File: src/rtl/fdc_cmd_phase_ctrl_if.sv
// Host data-register and execution-engine signals of the FDC command/result sequencer.
// slave = sequencer side, master = CPU/engine side.
interface fdc_cmd_phase_ctrl_if #(
  parameter int MAX_CMD = 9,
  parameter int MAX_RES = 7
);
  logic                   host_wr;
  logic [7:0]             host_wr_data;
  logic                   host_rd;
  logic [7:0]             host_rd_data;
  logic                   rqm;
  logic                   dio;
  logic                   busy;
  logic                   int_req;
  logic                   exec_start;
  logic                   exec_abort;
  logic [4:0]             exec_opcode;
  logic [8*MAX_CMD-1:0]   exec_params;
  logic                   exec_done;
  logic                   exec_int;
  logic [2:0]             exec_res_len;
  logic [8*MAX_RES-1:0]   exec_result;

  modport slave (
    input  host_wr, host_wr_data, host_rd,
    input  exec_done, exec_int, exec_res_len, exec_result,
    output host_rd_data, rqm, dio, busy, int_req,
    output exec_start, exec_abort, exec_opcode, exec_params
  );

  modport master (
    output host_wr, host_wr_data, host_rd,
    output exec_done, exec_int, exec_res_len, exec_result,
    input  host_rd_data, rqm, dio, busy, int_req,
    input  exec_start, exec_abort, exec_opcode, exec_params
  );
endinterface

File: src/rtl/fdc_cmd_phase_ctrl.sv
// 82077AA command/result phase sequencer: collects command bytes, launches the execution
// engine, returns result bytes and drives MSR RQM/DIO/BUSY plus the interrupt request.
module fdc_cmd_phase_ctrl #(
  parameter int MAX_CMD = 9,
  parameter int MAX_RES = 7,
  parameter int RQM_GAP = 2
) (
  input logic                 clk,
  input logic                 reset,
  input logic                 sw_reset,
  fdc_cmd_phase_ctrl_if.slave bus
);
  localparam int IDX_W = $clog2(MAX_CMD + 1);
  localparam int RES_W = $clog2(MAX_RES);
  localparam int GAP_W = $clog2(RQM_GAP + 1);

  typedef enum logic [1:0] {
    ST_IDLE   = 2'd0,
    ST_CMD    = 2'd1,
    ST_EXEC   = 2'd2,
    ST_RESULT = 2'd3
  } state_e;

  state_e                  state_q, state_d;
  logic [IDX_W-1:0]        idx_q, idx_d;
  logic [IDX_W-1:0]        len_q, len_d;
  logic [GAP_W-1:0]        gap_q, gap_d;
  logic [MAX_CMD-1:0][7:0] params_q, params_d;
  logic [MAX_RES-1:0][7:0] res_q, res_d;
  logic [2:0]              res_len_q, res_len_d;
  logic [4:0]              opcode_q, opcode_d;
  logic                    rqm_q, rqm_d;
  logic                    dio_q, dio_d;
  logic                    busy_q, busy_d;
  logic                    start_q, start_d;
  logic                    abort_q, abort_d;
  logic                    int_q, int_d;

  logic                    wr_acc_s;
  logic                    rd_acc_s;
  logic                    done_acc_s;
  logic [IDX_W-1:0]        idx_inc_s;
  logic [3:0]              op_len_s;
  logic [2:0]              done_len_s;
  logic [RES_W-1:0]        res_sel_s;

  // Command length in bytes including the opcode; 0 marks an invalid opcode.
  function automatic logic [3:0] cmd_len(input logic [4:0] op);
    case (op)
      5'h02, 5'h05, 5'h06, 5'h09, 5'h0C: cmd_len = 4'd9;
      5'h0D:                             cmd_len = 4'd6;
      5'h03, 5'h0F:                      cmd_len = 4'd3;
      5'h04, 5'h07, 5'h0A:               cmd_len = 4'd2;
      5'h08, 5'h10:                      cmd_len = 4'd1;
      default:                           cmd_len = 4'd0;
    endcase
  endfunction

  function automatic logic [2:0] clamp_len(input logic [2:0] len);
    if (int'(len) > MAX_RES) begin
      clamp_len = 3'(MAX_RES);
    end else begin
      clamp_len = len;
    end
  endfunction

  // Host strobes only count while RQM is presented; exec_done is blind in the launch cycle.
  assign wr_acc_s   = bus.host_wr & rqm_q & ((state_q == ST_IDLE) | (state_q == ST_CMD));
  assign rd_acc_s   = bus.host_rd & rqm_q & (state_q == ST_RESULT);
  assign done_acc_s = bus.exec_done & ~start_q & (state_q == ST_EXEC);
  assign idx_inc_s  = idx_q + IDX_W'(1);
  assign op_len_s   = cmd_len(bus.host_wr_data[4:0]);
  assign done_len_s = clamp_len(bus.exec_res_len);
  assign res_sel_s  = idx_q[RES_W-1:0];

  // Next-state, datapath and registered-output decode.
  always_comb begin
    state_d   = state_q;
    idx_d     = idx_q;
    len_d     = len_q;
    gap_d     = (gap_q != '0) ? gap_q - GAP_W'(1) : '0;
    params_d  = params_q;
    res_d     = res_q;
    res_len_d = res_len_q;
    opcode_d  = opcode_q;
    int_d     = int_q;
    abort_d   = 1'b0;

    case (state_q)
      ST_IDLE: begin
        if (wr_acc_s) begin
          gap_d = GAP_W'(RQM_GAP);
          if (bus.host_wr_data[4:0] == 5'h08) begin
            int_d = 1'b0;
          end else begin
            int_d = int_q;
          end
          if (op_len_s == 4'd0) begin
            res_d     = '0;
            res_d[0]  = 8'h80;
            res_len_d = 3'd1;
            idx_d     = '0;
            state_d   = ST_RESULT;
          end else begin
            params_d    = '0;
            params_d[0] = bus.host_wr_data;
            opcode_d    = bus.host_wr_data[4:0];
            len_d       = IDX_W'(op_len_s);
            idx_d       = IDX_W'(1);
            state_d     = (op_len_s == 4'd1) ? ST_EXEC : ST_CMD;
          end
        end else begin
          state_d = ST_IDLE;
        end
      end
      ST_CMD: begin
        if (wr_acc_s) begin
          gap_d           = GAP_W'(RQM_GAP);
          params_d[idx_q] = bus.host_wr_data;
          idx_d           = idx_inc_s;
          state_d         = (idx_inc_s == len_q) ? ST_EXEC : ST_CMD;
        end else begin
          state_d = ST_CMD;
        end
      end
      ST_EXEC: begin
        if (done_acc_s) begin
          res_d     = bus.exec_result;
          res_len_d = done_len_s;
          idx_d     = '0;
          int_d     = int_q | bus.exec_int;
          state_d   = (done_len_s == 3'd0) ? ST_IDLE : ST_RESULT;
        end else begin
          state_d = ST_EXEC;
        end
      end
      ST_RESULT: begin
        if (rd_acc_s) begin
          gap_d = GAP_W'(RQM_GAP);
          int_d = 1'b0;
          if (idx_inc_s == IDX_W'(res_len_q)) begin
            idx_d   = '0;
            state_d = ST_IDLE;
          end else begin
            idx_d   = idx_inc_s;
            state_d = ST_RESULT;
          end
        end else begin
          state_d = ST_RESULT;
        end
      end
      default: begin
        state_d = ST_IDLE;
      end
    endcase

    // Software reset behaves like reset but keeps the last command parameters.
    if (sw_reset) begin
      abort_d   = (state_q == ST_EXEC);
      state_d   = ST_IDLE;
      idx_d     = '0;
      len_d     = '0;
      gap_d     = '0;
      res_d     = '0;
      res_len_d = 3'd0;
      opcode_d  = 5'd0;
      int_d     = 1'b0;
      params_d  = params_q;
    end else begin
      abort_d = 1'b0;
    end

    start_d = ~sw_reset & (state_d == ST_EXEC) & (state_q != ST_EXEC);
    rqm_d   = ~sw_reset & (state_d != ST_EXEC) & (gap_d == '0);
    dio_d   = (state_d == ST_RESULT);
    busy_d  = (state_d != ST_IDLE);
  end

  // State and output registers.
  always_ff @(posedge clk) begin
    if (reset) begin
      state_q   <= ST_IDLE;
      idx_q     <= '0;
      len_q     <= '0;
      gap_q     <= '0;
      params_q  <= '0;
      res_q     <= '0;
      res_len_q <= 3'd0;
      opcode_q  <= 5'd0;
      rqm_q     <= 1'b1;
      dio_q     <= 1'b0;
      busy_q    <= 1'b0;
      start_q   <= 1'b0;
      abort_q   <= 1'b0;
      int_q     <= 1'b0;
    end else begin
      state_q   <= state_d;
      idx_q     <= idx_d;
      len_q     <= len_d;
      gap_q     <= gap_d;
      params_q  <= params_d;
      res_q     <= res_d;
      res_len_q <= res_len_d;
      opcode_q  <= opcode_d;
      rqm_q     <= rqm_d;
      dio_q     <= dio_d;
      busy_q    <= busy_d;
      start_q   <= start_d;
      abort_q   <= abort_d;
      int_q     <= int_d;
    end
  end

  assign bus.host_rd_data = (state_q == ST_RESULT) ? res_q[res_sel_s] : 8'hFF;
  assign bus.rqm          = rqm_q;
  assign bus.dio          = dio_q;
  assign bus.busy         = busy_q;
  assign bus.int_req      = int_q;
  assign bus.exec_start   = start_q;
  assign bus.exec_abort   = abort_q;
  assign bus.exec_opcode  = opcode_q;
  assign bus.exec_params  = params_q;
endmodule

File: src/flat_wrapper.sv
// flat-port wrapper written by rule: the top's interface ports become plain ports
module fdc_cmd_phase_ctrl_flat 
#(
  parameter int MAX_CMD = 9,
  parameter int MAX_RES = 7,
  parameter int RQM_GAP = 2
)
  (clk, reset, sw_reset, bus_host_wr, bus_host_wr_data, bus_host_rd, bus_exec_done, bus_exec_int, bus_exec_res_len, bus_exec_result, bus_host_rd_data, bus_rqm, bus_dio, bus_busy, bus_int_req, bus_exec_start, bus_exec_abort, bus_exec_opcode, bus_exec_params);
  fdc_cmd_phase_ctrl_if #(.MAX_CMD(MAX_CMD), .MAX_RES(MAX_RES)) bus_i ();
  input logic clk;
  input logic reset;
  input logic sw_reset;
  input wire logic [$bits(bus_i.host_wr)-1:0] bus_host_wr;
  input wire logic [$bits(bus_i.host_wr_data)-1:0] bus_host_wr_data;
  input wire logic [$bits(bus_i.host_rd)-1:0] bus_host_rd;
  input wire logic [$bits(bus_i.exec_done)-1:0] bus_exec_done;
  input wire logic [$bits(bus_i.exec_int)-1:0] bus_exec_int;
  input wire logic [$bits(bus_i.exec_res_len)-1:0] bus_exec_res_len;
  input wire logic [$bits(bus_i.exec_result)-1:0] bus_exec_result;
  output wire logic [$bits(bus_i.host_rd_data)-1:0] bus_host_rd_data;
  output wire logic [$bits(bus_i.rqm)-1:0] bus_rqm;
  output wire logic [$bits(bus_i.dio)-1:0] bus_dio;
  output wire logic [$bits(bus_i.busy)-1:0] bus_busy;
  output wire logic [$bits(bus_i.int_req)-1:0] bus_int_req;
  output wire logic [$bits(bus_i.exec_start)-1:0] bus_exec_start;
  output wire logic [$bits(bus_i.exec_abort)-1:0] bus_exec_abort;
  output wire logic [$bits(bus_i.exec_opcode)-1:0] bus_exec_opcode;
  output wire logic [$bits(bus_i.exec_params)-1:0] bus_exec_params;
  assign bus_i.host_wr = bus_host_wr;
  assign bus_i.host_wr_data = bus_host_wr_data;
  assign bus_i.host_rd = bus_host_rd;
  assign bus_i.exec_done = bus_exec_done;
  assign bus_i.exec_int = bus_exec_int;
  assign bus_i.exec_res_len = bus_exec_res_len;
  assign bus_i.exec_result = bus_exec_result;
  assign bus_host_rd_data = bus_i.host_rd_data;
  assign bus_rqm = bus_i.rqm;
  assign bus_dio = bus_i.dio;
  assign bus_busy = bus_i.busy;
  assign bus_int_req = bus_i.int_req;
  assign bus_exec_start = bus_i.exec_start;
  assign bus_exec_abort = bus_i.exec_abort;
  assign bus_exec_opcode = bus_i.exec_opcode;
  assign bus_exec_params = bus_i.exec_params;
  fdc_cmd_phase_ctrl #(.MAX_CMD(MAX_CMD), .MAX_RES(MAX_RES), .RQM_GAP(RQM_GAP)) u_core (.clk(clk), .reset(reset), .sw_reset(sw_reset), .bus(bus_i));
endmodule
File: config.mk
export PLATFORM = sky130hd
export DESIGN_NAME = fdc_cmd_phase_ctrl_flat
export DESIGN_NICKNAME = d
export VERILOG_FILES = /design/src/rtl/fdc_cmd_phase_ctrl_if.sv /design/src/rtl/fdc_cmd_phase_ctrl.sv /design/src/flat_wrapper.sv
export SDC_FILE = /design/constraint.sdc
export NUM_CORES = 1
export LEC_CHECK = 0
export BUFFER_PORTS_ARGS = -buffer_cell sky130_fd_sc_hd__buf_2
export CAP_MARGIN = 20
export CORE_UTILIZATION = 40
export CTS_CLUSTER_DIAMETER = 40
export CTS_CLUSTER_SIZE = 40
export DETAILED_ROUTE_END_ITERATION = 10
export GPL_TIMING_DRIVEN = 0
export MAX_ROUTING_LAYER = met4
export SKIP_CTS_REPAIR_TIMING = 1
export SYNTH_ARGS = -nofsm -noshare
export SYNTH_HDL_FRONTEND = slang
export SYNTH_SLANG_ARGS = --single-unit
File: constraint.sdc
create_clock -name clk -period 3.1 [get_ports clk]
set_input_delay 0.31 -clock clk [delete_from_list [all_inputs] [get_ports clk]]
set_output_delay 0.31 -clock clk [all_outputs]
set_load 0.005 [all_outputs]
### Word-level counts from Yosys, hierarchy flattened

Memory sizes are Yosys's and may differ from the RTL's.
Index checks and enable logic that the tools add are counted.

* $add $sub $neg: 2
* equality and inequality tests: 18
* bitwise logic cells: 15
* multiply operators: 0
* reduce and logical (&&, ||, !) cells: 18
* mux-type cells: 46
* shift-type cells: 0
* $lt $le $gt $ge: 3
* div/mod/pow operators: 0

Operators by type and width (number)
* 72-bit two-way mux: 3
* 56-bit two-way mux: 3
* 72-bit case mux with 2 select lines: 1
* 56-bit case mux with 2 select lines: 1
* 72-bit bitwise mux: 1
* 8-bit demux with 4-bit select: 1
* 2-bit two-way mux: 14
* 8-bit binary-select mux with 3-bit select: 1
* 8-bit two-way mux: 3
* 4-bit two-way mux: 5
* 4-bit case mux with 4 select lines: 1
* 1-bit bitwise AND: 10
* 2-bit != test (second input constant): 5
* 5-bit AND reduction: 2
* 3-bit two-way mux: 3
* 2-bit equality test (second input constant): 4
* 2-bit by 1-bit != test with 1-bit output (second input constant): 4
* 2-bit case mux with 4 select lines: 1
* 4-bit AND reduction: 2
* 2-bit nonzero test: 4
* 3-bit case mux with 2 select lines: 1
* 2-bit OR reduction: 3
* 5-bit by 4-bit equality test with 1-bit output (second input constant): 1
* 4-bit by 5-bit less-than comparator with 1-bit output (second input constant): 1
* 19 further kinds: 27

* memory bits (read-only): 128
* latch bits: 0
* bits of input ports: 74
* memories: 1
* register bits: 154
* output and inout bits: 91
* RAM bits: 0

Memories
* (name not given): depth 32, bits a word 4, read ports 1, clocked after Yosys merged registers in 0, write ports 0, line fdc_cmd_phase_ctrl.sv:49 `case (op)`

### Longest topological paths before layout

Gate-level depths: netlist (run 1).
An unclocked memory read counts as a cell.

* depth after elaboration: 10
* gate-level depth with buffers: 10
* gate-level depth less buffers: 8

### Worst setup path after synthesis (run 1)

Ideal clock, no wire load.

* path kind: register to register
* from: register u_core.idx_q[1]
* to: register u_core.start_q (netlist: u_core.bus.exec_start)
* slack: 0.440 ns
* stages on the path, launching flop included: 11
* data required time: 2.985 ns
* arrival: 2.545 ns
* period minus slack after synthesis: 2.660 ns
* cell sequence: dfxtp_1 -> clkbuf_1 -> clkbuf_1 -> inv_1 -> ha_1 -> xor2_1 -> nor3_1 -> o211ai_1 -> a2bb2oi_1 -> a311o_1 -> and3_1

* word-level cells in the longest chain between the ends: 9

Ends and longest elaborated chain
* start: declaration: line fdc_cmd_phase_ctrl.sv:25 `logic [IDX_W-1:0] idx_q, idx_d;`
* start signal: assignment: line fdc_cmd_phase_ctrl.sv:198 `idx_q <= idx_d;`
* 4-bit by 1-bit adder with 4-bit output *: line fdc_cmd_phase_ctrl.sv:71 `assign idx_inc_s = idx_q + IDX_W'(1);`
* 4-bit by 3-bit equality test with 1-bit output or 4-bit equality test (tied branches): line fdc_cmd_phase_ctrl.sv:141, fdc_cmd_phase_ctrl.sv:121
* 2-bit two-way mux (on tied branches): line fdc_cmd_phase_ctrl.sv:141, fdc_cmd_phase_ctrl.sv:121
* 2-bit two-way mux (on tied branches): line fdc_cmd_phase_ctrl.sv:138, fdc_cmd_phase_ctrl.sv:117
* 2-bit case mux with 4 select lines *: line fdc_cmd_phase_ctrl.sv:89 `case (state_q)`
* 2-bit two-way mux *: line fdc_cmd_phase_ctrl.sv:158 `if (sw_reset) begin`
* 2-bit equality test *: line fdc_cmd_phase_ctrl.sv:173 `start_d = ~sw_reset & (state_d == ST_EXEC) & (state_q != ST_EXEC);`
* 1-bit bitwise AND * (2 in series): line fdc_cmd_phase_ctrl.sv:173
* end signal: assignment: line fdc_cmd_phase_ctrl.sv:208 `start_q <= start_d;`
* end: declaration: line fdc_cmd_phase_ctrl.sv:35 `logic start_q, start_d;`

Every way passes the cells marked *; elsewhere a longest branch is shown, timed or not.
A chain may end at the register's enable or synchronous reset.

### Final worst setup path (run 1)

Ends and elaborated chain as after synthesis.

==> metrics.md, run 1 <==
| Metric | Value |
|---|---|
| Syn Area/Cell | about 11 sq um |
| I/O Pins | ~170 |
| Cell Area, Synth | 6220 sq um |
| Most common cell after layout, fill and taps aside | buf_2 |
| Initial antenna violation count | 0 |
| Htree depth | 4 |
| WL/cell | 17.9 um |
| Iter 0 DRT Violations | about 270 |
| CP max stage delay | 0.39 ns |
| Share of post-route cells with drive strength above 1 | a little under a third |
| Register Area | between 3000 and 4000 sq um |
| Max-Cap Viols | 0 |
| Multi-input gate area in the final layout | 2910 sq um |
| Clk sinks | ~150 |
| Number of synthesized flops with an enable pin | 0 |
| Final Max Slew Viols | 0 |
| Final antenna diode count | 0 |
| Final worst path period share | between 90% and 100% |
| Worst Hold Class | primary input to flip-flop |
| Required time worst endpoint | roughly 3.5 ns |
| Core area | 15200 sq um |
| Cell Pwr Density | around 560 nW/um^2 |
| # rows | between 40 and 50 |
| Worst rel slew slack | a little under a third |
| Via count | 5172 |
| Register bit total from synthesis | 154 |
| Worst slew pin tran | approximately 1.0 ns |
| Non-Filler Instances | about 950 |
| Fill cells | between 1000 and 1500 |
| Worst skew pair latency | between 0.4 and 0.5 ns |
| Drt pass-1 iters | 5 |
| Status | complete, no violations |
| CP Class | flip-flop to flip-flop |
| Critical path peak fanout | 10 |
| DP HPWL | 12.6 mm |
| Placer Congestion | 0.826 |
| CP Cell Sequence | clkbuf_2 > clkbuf_2 > inv_1 > ha_1 > xnor2_1 > nand4_1 > nor3_1 > a211oi_1 > nor3_1 > and3_1 |
| Mapped Nets | about 650 |
| Global-route wire length before repair | about 27 mm |
| Worst hold slack | 0.104 ns |
| Clk slew on worst S/H paths | roughly 0.070 ns |
| CP max-delay cell | clkbuf_2 |
| Setup-failing EPs final | 0 |
| Number of buffers created by CTS | 17 |
| Nets | roughly 830 |
| Antenna viol nets, final | 0 |
| Ys Warns | 0 |
| Initial Util | 40.9% |
| Primary FF master, synth | dfxtp_1 |
| Cell Area, Placed | 7270 sq um |
| Worst vdd ir | 0.409 mV |
| Die height | 127 um |
| Via-to-Cell Ratio | between 5 and 6 |
| Tot GR Track Use | roughly 22% |
| Pleak | around 3.2 nW |
| CTS tree | yes |
| Total Wirelength | ~17 mm |
| Mapped Cells | ~570 |
| Critical path arrival | roughly 3.2 ns |
| RSZ-0062 raised after global routing | no |
| Largest net degree at the start of global routing | 17 |
| Final hold violation count | 0 |
| Ys async rst share | 0% |
| Final worst path period need | roughly 2.8 ns |
| Seq/Total Area, Yosys | slightly below 50% |
| Die Wd | 127 um |
| Critical Path Sink Type | flip-flop |
| Most frequent cells in the layout | buf_2 (170), dfxtp_1 (154), a22o_1 (58), o2bb2ai_1 (56), nand2_1 (50) |
| DRC | 0 |
| Remaining Overflow, GRT | 0 |
| Peak Freq | 354 MHz |
| Clock skew | between 0.01 and 0.015 ns |
| Largest buffer count on any clock path | 2 |
| Worst Setup Start Kind | flip-flop |
| Setup_tns | 0 ns |
| Number of port buffers | 164 |
| Die area | 16000 sq um |
| Clock root buffer master | clkbuf_16 |
| Vias in the first global route | around 5300 |
| Fin area | between 7000 and 8000 sq um |
| Syn-to-layout area delta | 26.5% |
| Yosys cell types | between 50 and 60 |
| Placed cell count | 921 |
[metrics by stage]
stage          setup slack (ns)  util [%]  total power [mW]
5_1_grt                  0.0149      51.8              4.57
3_3_place_gp             -0.186      47.8              2.40
4_1_cts                  -0.225      51.7              4.45
2_1_floorplan             0.440         -              2.27
3_5_place_dp             -0.199      47.8              2.41
6_report                  0.277      51.8              4.42
[Yosys cell counts (2+ instances only)]
cell type / n / area, sq um
or3_1: 2 / 12.5
a22o_1: 58 / 508
xor2_1: 5 / 43.8
nor2b_1: 5 / 31.3
buf_2: 7 / 35.0
nand3b_1: 3 / 22.5
mux4_2: 10 / 225
nor3b_1: 2 / 15.0
mux2i_1: 17 / 170
and2_1: 2 / 12.5
o221a_2: 2 / 22.5
nor2_1: 25 / 93.8
a31oi_1: 3 / 18.8
clkbuf_1: 22 / 82.6
and4b_1: 2 / 20.0
nor3_1: 6 / 30.0
a21oi_1: 8 / 40.0
or2_2: 3 / 18.8
o21a_1: 2 / 15.0
a32o_1: 8 / 80.1
inv_1: 8 / 30.0
nor4bb_1: 2 / 20.0
and3_1: 3 / 18.8
xnor2_1: 6 / 52.6
buf_6: 6 / 67.6
nand3_1: 8 / 40.0
o211ai_1: 9 / 67.6
dfxtp_1: 154 / 3080
a21oi_4: 9 / 146
o31ai_4: 2 / 42.5
nand2b_1: 5 / 31.3
o2bb2ai_1: 56 / 490
a21o_1: 8 / 60.1
o21ai_0: 21 / 105
ha_1: 8 / 100
a211oi_1: 2 / 15.0
nand2_1: 50 / 188
[layer usage]
metal,GRT usage (%),up-vias,share of wire (%)
li1,-,2507,-
met1,28.2,2500,47
met2,35.8,150,46
met4,7.84,0,1.3
met3,4.93,15,5.0
met5,-,-,0
[critical path: cells and delay by family, from the launching register on]
| kind | cells | cell delay (ns) |
|---|---|---|
| AND/OR/NAND/NOR | 4 | 0.96 |
| buffers and inverters | 3 | 0.81 |
| flip-flops | 1 | 0.38 |
| adder cells (fa/ha/maj) | 1 | 0.37 |
| XOR/XNOR | 1 | 0.16 |
| AO/OA/AOI/OAI | 1 | 0.10 |
[report_power, final]
part	internal [mW]	total, mW	switching, mW	leakage [nW]
Sequential	2.00	2.02	0.0149	1.24
Combinational	0.140	0.352	0.212	1.72
Clock	1.22	2.05	0.835	0.278
[cells by family (layout without fill, tap and decap cells)]
| group | after synthesis | in the layout | share of synthesized area (%) |
|---|---|---|---|
| AO/OA/AOI/OAI | 200 | 200 | 27.7 |
| flip-flops | 154 | 154 | 49.6 |
| AND/OR/NAND/NOR | 124 | 124 | 9.66 |
| buffers and inverters | 45 | 241 | 3.58 |
| multiplexers | 27 | 27 | 6.36 |
| XOR/XNOR | 11 | 11 | 1.55 |
| adder cells (fa/ha/maj) | 8 | 8 | 1.61 |
[final cells by class]
type	instances	area share, %
Multi-Input combinational cell	370	37.0
Sequential cell	154	39.2
Clock buffer	20	5.68
Clock inverter	12	1.78
Tap cell	188	2.99
Buffer	36	2.47
Inverter	9	0.429
Timing Repair Buffer	164	10.4
[registers in the layout (all words and copies together), names as in the netlist]
signal,count
u_core.bus.exec_params,72
u_core.res_q,56
u_core.bus.exec_opcode,5
u_core.idx_q,4
u_core.len_q,4
u_core.res_len_q,3
u_core.gap_q,2
u_core.state_q,2
u_core.bus.busy,1
u_core.bus.dio,1
u_core.bus.exec_abort,1
u_core.bus.exec_start,1
u_core.bus.int_req,1
u_core.bus.rqm,1
[path summary, 6_finish.rpt]
kind	slack [ns]	end	start	cells after the start
worst min register to register	0.46	u_core.bus.exec_params[52]	u_core.bus.exec_params[52]	1
worst max register to register	0.28	u_core.bus.exec_start	u_core.idx_q[1]	10
worst max-delay path	0.28	u_core.bus.exec_start	u_core.idx_q[1]	10
worst min-delay path	0.10	u_core.res_q[33]	bus_exec_result[33]	2
No activity file was read; power rests on OpenSTA's default activity.
==> run 2, diff against run 1 <==
clock period = 2.95 ns   (was 3.1 ns; I/O delays follow)
==> metrics.md, run 2 (synthesis gave the netlist of run 1 again) <==
| Metric | Value |
|---|---|
| Status | complete, no violations |
| RSZ-0062 raised after global routing | no |
| Syn-to-layout area delta | 26.7% (about the same) |
| Pleak | 3.24 nW (about the same) |
| Nets | 834 (unchanged) |
| Cell Pwr Density | 590 nW/um^2 (+5.0%) |
| CP max-delay cell | clkbuf_1 |
| Most common cell after layout, fill and taps aside | buf_2 |
| Worst slew pin tran | 1.05 ns (+0.00000921 ns) |
| Worst Hold Class | primary input to flip-flop |
| Clock skew | 0.0144 ns (+0.000116 ns) |
| Antenna viol nets, final | 0 (unchanged) |
| Largest buffer count on any clock path | 2 (unchanged) |
| Die Wd | 127 um (unchanged) |
| Largest register FFs | 72 (unchanged) |
| Worst vdd ir | 0.430 mV (+5.1%) |
| Max-Cap Viols | 0 (unchanged) |
| Global-route wire length before repair | 27.2 mm (unchanged) |
| Tot GR Track Use | 22.5% (unchanged) |
| Total Wirelength | 17.0 mm (about the same) |
| Critical Path Sink Type | output pin |
| Initial antenna violation count | 0 (unchanged) |
| # rows | 45 (unchanged) |
| Cell Area, Placed | 7270 sq um (unchanged) |
| Clock root buffer master | clkbuf_16 |
| Vias in the first global route | 5271 (unchanged) |
| Final hold violation count | 0 (unchanged) |
| CTS tree | yes |
| Final antenna diode count | 0 (unchanged) |
| Number of buffers created by CTS | 17 (unchanged) |
| Number of port buffers | 164 (unchanged) |
| Final worst path period need | ~2.7 ns |
| Final worst path period share | a little over 90% |
| Required time worst endpoint | 2.65 ns (-0.81 ns) |
| I/O Pins | 165 (unchanged) |
| Via count | 5178 (+0.12%) |
| CP max stage delay | 0.47 ns (+0.08 ns) |
| CP Class | flip-flop to output pin |
| Remaining Overflow, GRT | 0 (unchanged) |
| Clk sinks | 154 (unchanged) |
| Fill cells | 1409 (unchanged) |
| Clk slew on worst S/H paths | 0.07 ns (about the same) |
| Via-to-Cell Ratio | 5.43 (+0.12%) |
| Worst hold slack | 0.0893 ns (-0.0149 ns) |
| Critical path arrival | 2.43 ns (-0.75 ns) |
| WL/cell | 17.9 um (about the same) |
| Placer Congestion | 0.826 (unchanged) |
| Core area | 15200 sq um (unchanged) |
| CP Cell Sequence | clkbuf_1 > clkbuf_1 > clkbuf_1 > o211ai_1 > o21ai_0 > nand2_1 > buf_2 |
| Die height | 127 um (unchanged) |
| Critical path peak fanout | 10 (unchanged) |
| DRC | 0 (unchanged) |
| Htree depth | 4 (unchanged) |
| Largest net degree at the start of global routing | 17 (unchanged) |
| Setup-failing EPs final | 0 (unchanged) |
| Share of post-route cells with drive strength above 1 | 31.4% (+0.13 points) |
| Fin area | 7880 sq um (about the same) |
| Drt pass-1 iters | 5 (unchanged) |
| Final Max Slew Viols | 0 (unchanged) |
| Worst rel slew slack | 30.3% (about the same) |
| Iter 0 DRT Violations | 270 (-0.74%) |
| Die area | 16000 sq um (unchanged) |
| Most used cell, CP | clkbuf_1 |
| Most frequent cells in the layout | buf_2 (170), dfxtp_1 (154), a22o_1 (58), o2bb2ai_1 (56), nand2_1 (50) |
| Initial Util | 40.9% (unchanged) |
| Peak Freq | between 300 and 400 MHz |
| Worst skew pair latency | 0.42 ns (about the same) |
| DP HPWL | 12.6 mm (unchanged) |
| Worst Setup Start Kind | flip-flop |
## run 2: cell counts in the layout (fill, tap and decap cells not counted)
No cell type changed its count.
## run 2: report_power, final
| part | switching (mW) | total (mW) | leakage, nW | internal [mW] |
|---|---|---|---|---|
| combinational | 0.223 | 0.371 | 1.72 | 0.148 |
| clock | 0.877 | 2.16 | 0.278 | 1.28 |
| sequential | 0.0157 | 2.12 | 1.24 | 2.10 |
## run 2: stage by stage
step	instances	setup TNS (ns)	setup slack, ns	utilization, %	total power, mW
floorplan	569	0	0.290	-	2.39
global placement	921	-1.74	-0.336	47.8	2.52
detailed placement	921	-1.83	-0.349	47.8	2.53
CTS	953	-2.06	-0.375	51.7	4.68
global route	953	0	0.0140	51.8	4.80
finish	953	0	0.223	51.8	4.64
## run 2: final cells by class
| class | count | area [sq um] | share of cell area, % |
|---|---|---|---|
| Buffer | 36 | 196 | 2.49 |
| Clock buffer | 20 | 447 | 5.67 |
| Clock inverter | 12 | 140 | 1.78 |
| Inverter | 9 | 33.8 | 0.429 |
| Multi-Input combinational cell | 370 | 2920 | 37.1 |
| Sequential cell | 154 | 3080 | 39.1 |
| Tap cell | 188 | 235 | 2.99 |
| Timing Repair Buffer | 164 | 821 | 10.4 |
## run 2: worst max-delay path: cells and delay by family, from the launching register on
kind | cells | cell delay, ns
DFF | 1 | 0.30
buffers and inverters | 4 | 1.33
and+or+nand+nor | 1 | 0.09
AOI/OAI and AO/OA | 2 | 0.29
## run 2: routing by layer
layer	share of wire (%)	GRT usage (%)	up-vias
met5	0	-	-
met4	1.3	7.84	0
met3	5.1	4.93	15
met2	46	35.8	152
met1	47	28.2	2503
li1	-	-	2508
## run 2: path summary, 6_finish.rpt
| check | from | endpoint | slack, ns | cells after the start |
|---|---|---|---|---|
| worst min register to register | u_core.bus.exec_params[52] | u_core.bus.exec_params[52] | 0.46 | 1 |
| worst min-delay path | bus_exec_result[33] | u_core.res_q[33] | 0.09 | 2 |
| worst max register to register | u_core.idx_q[0] | u_core.bus.exec_start | 0.25 | 10 |
| worst max-delay path | u_core.idx_q[2] | bus_host_rd_data[6] | 0.22 | 7 |
==> run 3, diff against run 2 <==
CORE_UTILIZATION = 45   (was 40)
PLACE_DENSITY = 0.7   (was default)
clock period = 2.56 ns   (was 2.95 ns; I/O delays follow)
==> metrics.md, run 3 (synthesis gave the netlist of run 1 again) <==
| Metric | Value |
|---|---|
| Status | complete, no violations |
| Final antenna diode count | 0 (unchanged) |
| CP max stage delay | 0.39 ns (-0.08 ns) |
| Drt pass-1 iters | 5 (unchanged) |
| Worst skew pair latency | 0.41 ns (about the same) |
| Placer Congestion | 0.848 (+2.7%) |
| Peak Freq | around 400 MHz |
| Clk slew on worst S/H paths | 0.06 ns (about the same) |
| Total Wirelength | 16.8 mm (-1.5%) |
| Critical Path Sink Type | flip-flop |
| Share of post-route cells with drive strength above 1 | 32.8% (+1.4 points) |
| Hold_sp | bus_exec_result[34] |
| Setup-failing EPs final | 0 (unchanged) |
| Setup crit start | u_core.idx_q[1] |
| WL/cell | 17.8 um (-0.25%) |
| Number of port buffers | 164 (unchanged) |
| Final Max Slew Viols | 0 (unchanged) |
| CP Cell Sequence | buf_6 > buf_6 > inv_1 > ha_2 > xnor2_2 > nand4_1 > nor3_2 > a2bb2oi_2 > a311o_1 > and3_1 |
| Nets | 834 (unchanged) |
| CP max-delay cell | ha_2 |
| CTS tree | yes |
| Required time worst endpoint | 2.91 ns (+0.26 ns) |
| # rows | 42 (-6.7%) |
| Worst rel slew slack | 31.5% (+1.2 points) |
| Clock skew | 0.00971 ns (-0.00468 ns) |
| Register Area | 3080 sq um (about the same) |
| Die Wd | 120 um (-5.6%) |
| Die area | 14300 sq um (-11%) |
| Critical path peak fanout | 10 (unchanged) |
| CP Class | flip-flop to flip-flop |
| Pleak | 3.27 nW (+0.94%) |
| Fin area | 7910 sq um (+0.44%) |
| Final hold violation count | 0 (unchanged) |
| Most frequent cells in the layout | buf_2 (170), dfxtp_1 (153), a22o_1 (58), o2bb2ai_1 (56), nand2_1 (50) |
| Tot GR Track Use | 24.3% (+1.9 points) |
| Buffers plus inverters on the worst setup path | 3 (-1) |
| Fin util | 59.3% (+7.5 points) |
| Number of buffers created by CTS | 17 (unchanged) |
| Max-Cap Viols | 0 (unchanged) |
| Clk sinks | 154 (unchanged) |
| Syn-to-layout area delta | 27.2% |
| DRC | 0 (unchanged) |
| Via-to-Cell Ratio | 5.65 (+4.0%) |
| Most common cell after layout, fill and taps aside | buf_2 |
| Largest register FFs | 72 (unchanged) |
| Crit-path leading delay family | simple AND/OR/NAND/NOR gates |
| Final worst path period need | roughly 2.5 ns |
| Final worst path period share | 96.8% |
| Cell Pwr Density | 671 nW/um^2 (+14%) |
| Via count | 5316 (+2.7%) |
| Most used cell, CP | buf_6 |
| Critical path arrival | 2.83 ns (+0.40 ns) |
| Clock root buffer master | clkbuf_16 |
| Remaining Overflow, GRT | 0 (unchanged) |
| I/O Pins | 165 (unchanged) |
| Htree depth | 4 (unchanged) |
| Iter 0 DRT Violations | 305 (+13%) |
| Worst vdd ir | 0.436 mV (+1.2%) |
| Vias in the first global route | 5189 (-1.6%) |
| Multi-input gate area in the final layout | 2950 sq um (+0.90%) |
| Power Total | 5.31 mW (+14%) |
| R2R Path Start | u_core.idx_q[1] |
| Fill cells | 1142 (-19%) |
| Worst Hold Class | primary input to flip-flop |
| Worst Setup Start Kind | flip-flop |
| Die height | 120 um (-5.6%) |
| Cell Area, Placed | 7260 sq um (-0.19%) |
| Worst slew pin tran | 1.03 ns (-0.0174 ns) |
| Largest buffer count on any clock path | 2 (unchanged) |
| Largest net degree at the start of global routing | 17 (unchanged) |
| DP HPWL | 12.0 mm (-4.4%) |
| Global-route wire length before repair | 26.6 mm (-2.0%) |
| Core area | 13300 sq um (-12%) |
| Initial Util | 46.6% (+5.7 points) |
| Antenna viol nets, final | 0 (unchanged) |
| Initial antenna violation count | 0 (unchanged) |
| Worst hold slack | 0.0560 ns (-0.0333 ns) |
==> run 3: cell types whose count changed in the layout (fill, tap and decap cells not counted), moves of 2 or more <==
cell,delta
inv_6,-2
clkbuf_2,+2
clkbuf_4,-2
buf_6,+2
clkinv_2,+2
clkbuf_1,-5
clkbuf_8,+4
==> run 3: through the flow <==
step                std cells  setup TNS [ns]  worst slack, ns
floorplan                 569               0           0.0864
global placement          909           -5.86           -0.445
detailed placement        909          -12.63           -0.489
CTS                       941           -6.45           -0.582
global route              941         -0.0373          -0.0318
finish                    941               0           0.0816
==> run 3: area by class of cell <==
class	instances	area share [%]
Buffer	36	2.80
Tap cell	176	2.78
Multi-Input combinational cell	370	37.2
Clock buffer	23	6.30
Inverter	9	0.427
Timing Repair Buffer	164	10.4
Sequential cell	154	39.0
Clock inverter	9	1.09
==> run 3: path summary, 6_finish.rpt <==
path | endpoint | slack [ns] | depth (start not counted)
setup / recovery | u_core.bus.exec_start | 0.08 | 10
setup reg to reg | u_core.bus.exec_start | 0.08 | 10
hold reg to reg | u_core.bus.exec_params[56] | 0.46 | 1
hold / removal | u_core.res_q[34] | 0.06 | 2
==> run 3: where the power goes <==
group          switching, mW  leakage, nW  internal [mW]
Sequential            0.0187         1.24           2.42
Clock                  0.967        0.286           1.47
Combinational          0.257         1.74          0.174
Total                   1.24         3.27           4.07
==> run 3: worst reg2reg max path: cells and delay by family (launching register included) <==
kind	cells	cell delay, ns
DFF	1	0.37
xor gates and xnor gates	1	0.12
buffers and inverters	3	0.46
AOI/OAI and AO/OA	2	0.43
adders and majority gates	1	0.39
and+or+nand+nor	3	0.65
==> run 3: layer usage <==
metal / global-route usage, % / part of all wire, % / up-vias
met5: - / 0 / -
met4: 8.05 / 1.5 / 0
met3: 4.71 / 6.3 / 23
met2: 37.8 / 47 / 182
met1: 31.9 / 45 / 2597
li1: - / - / 2514
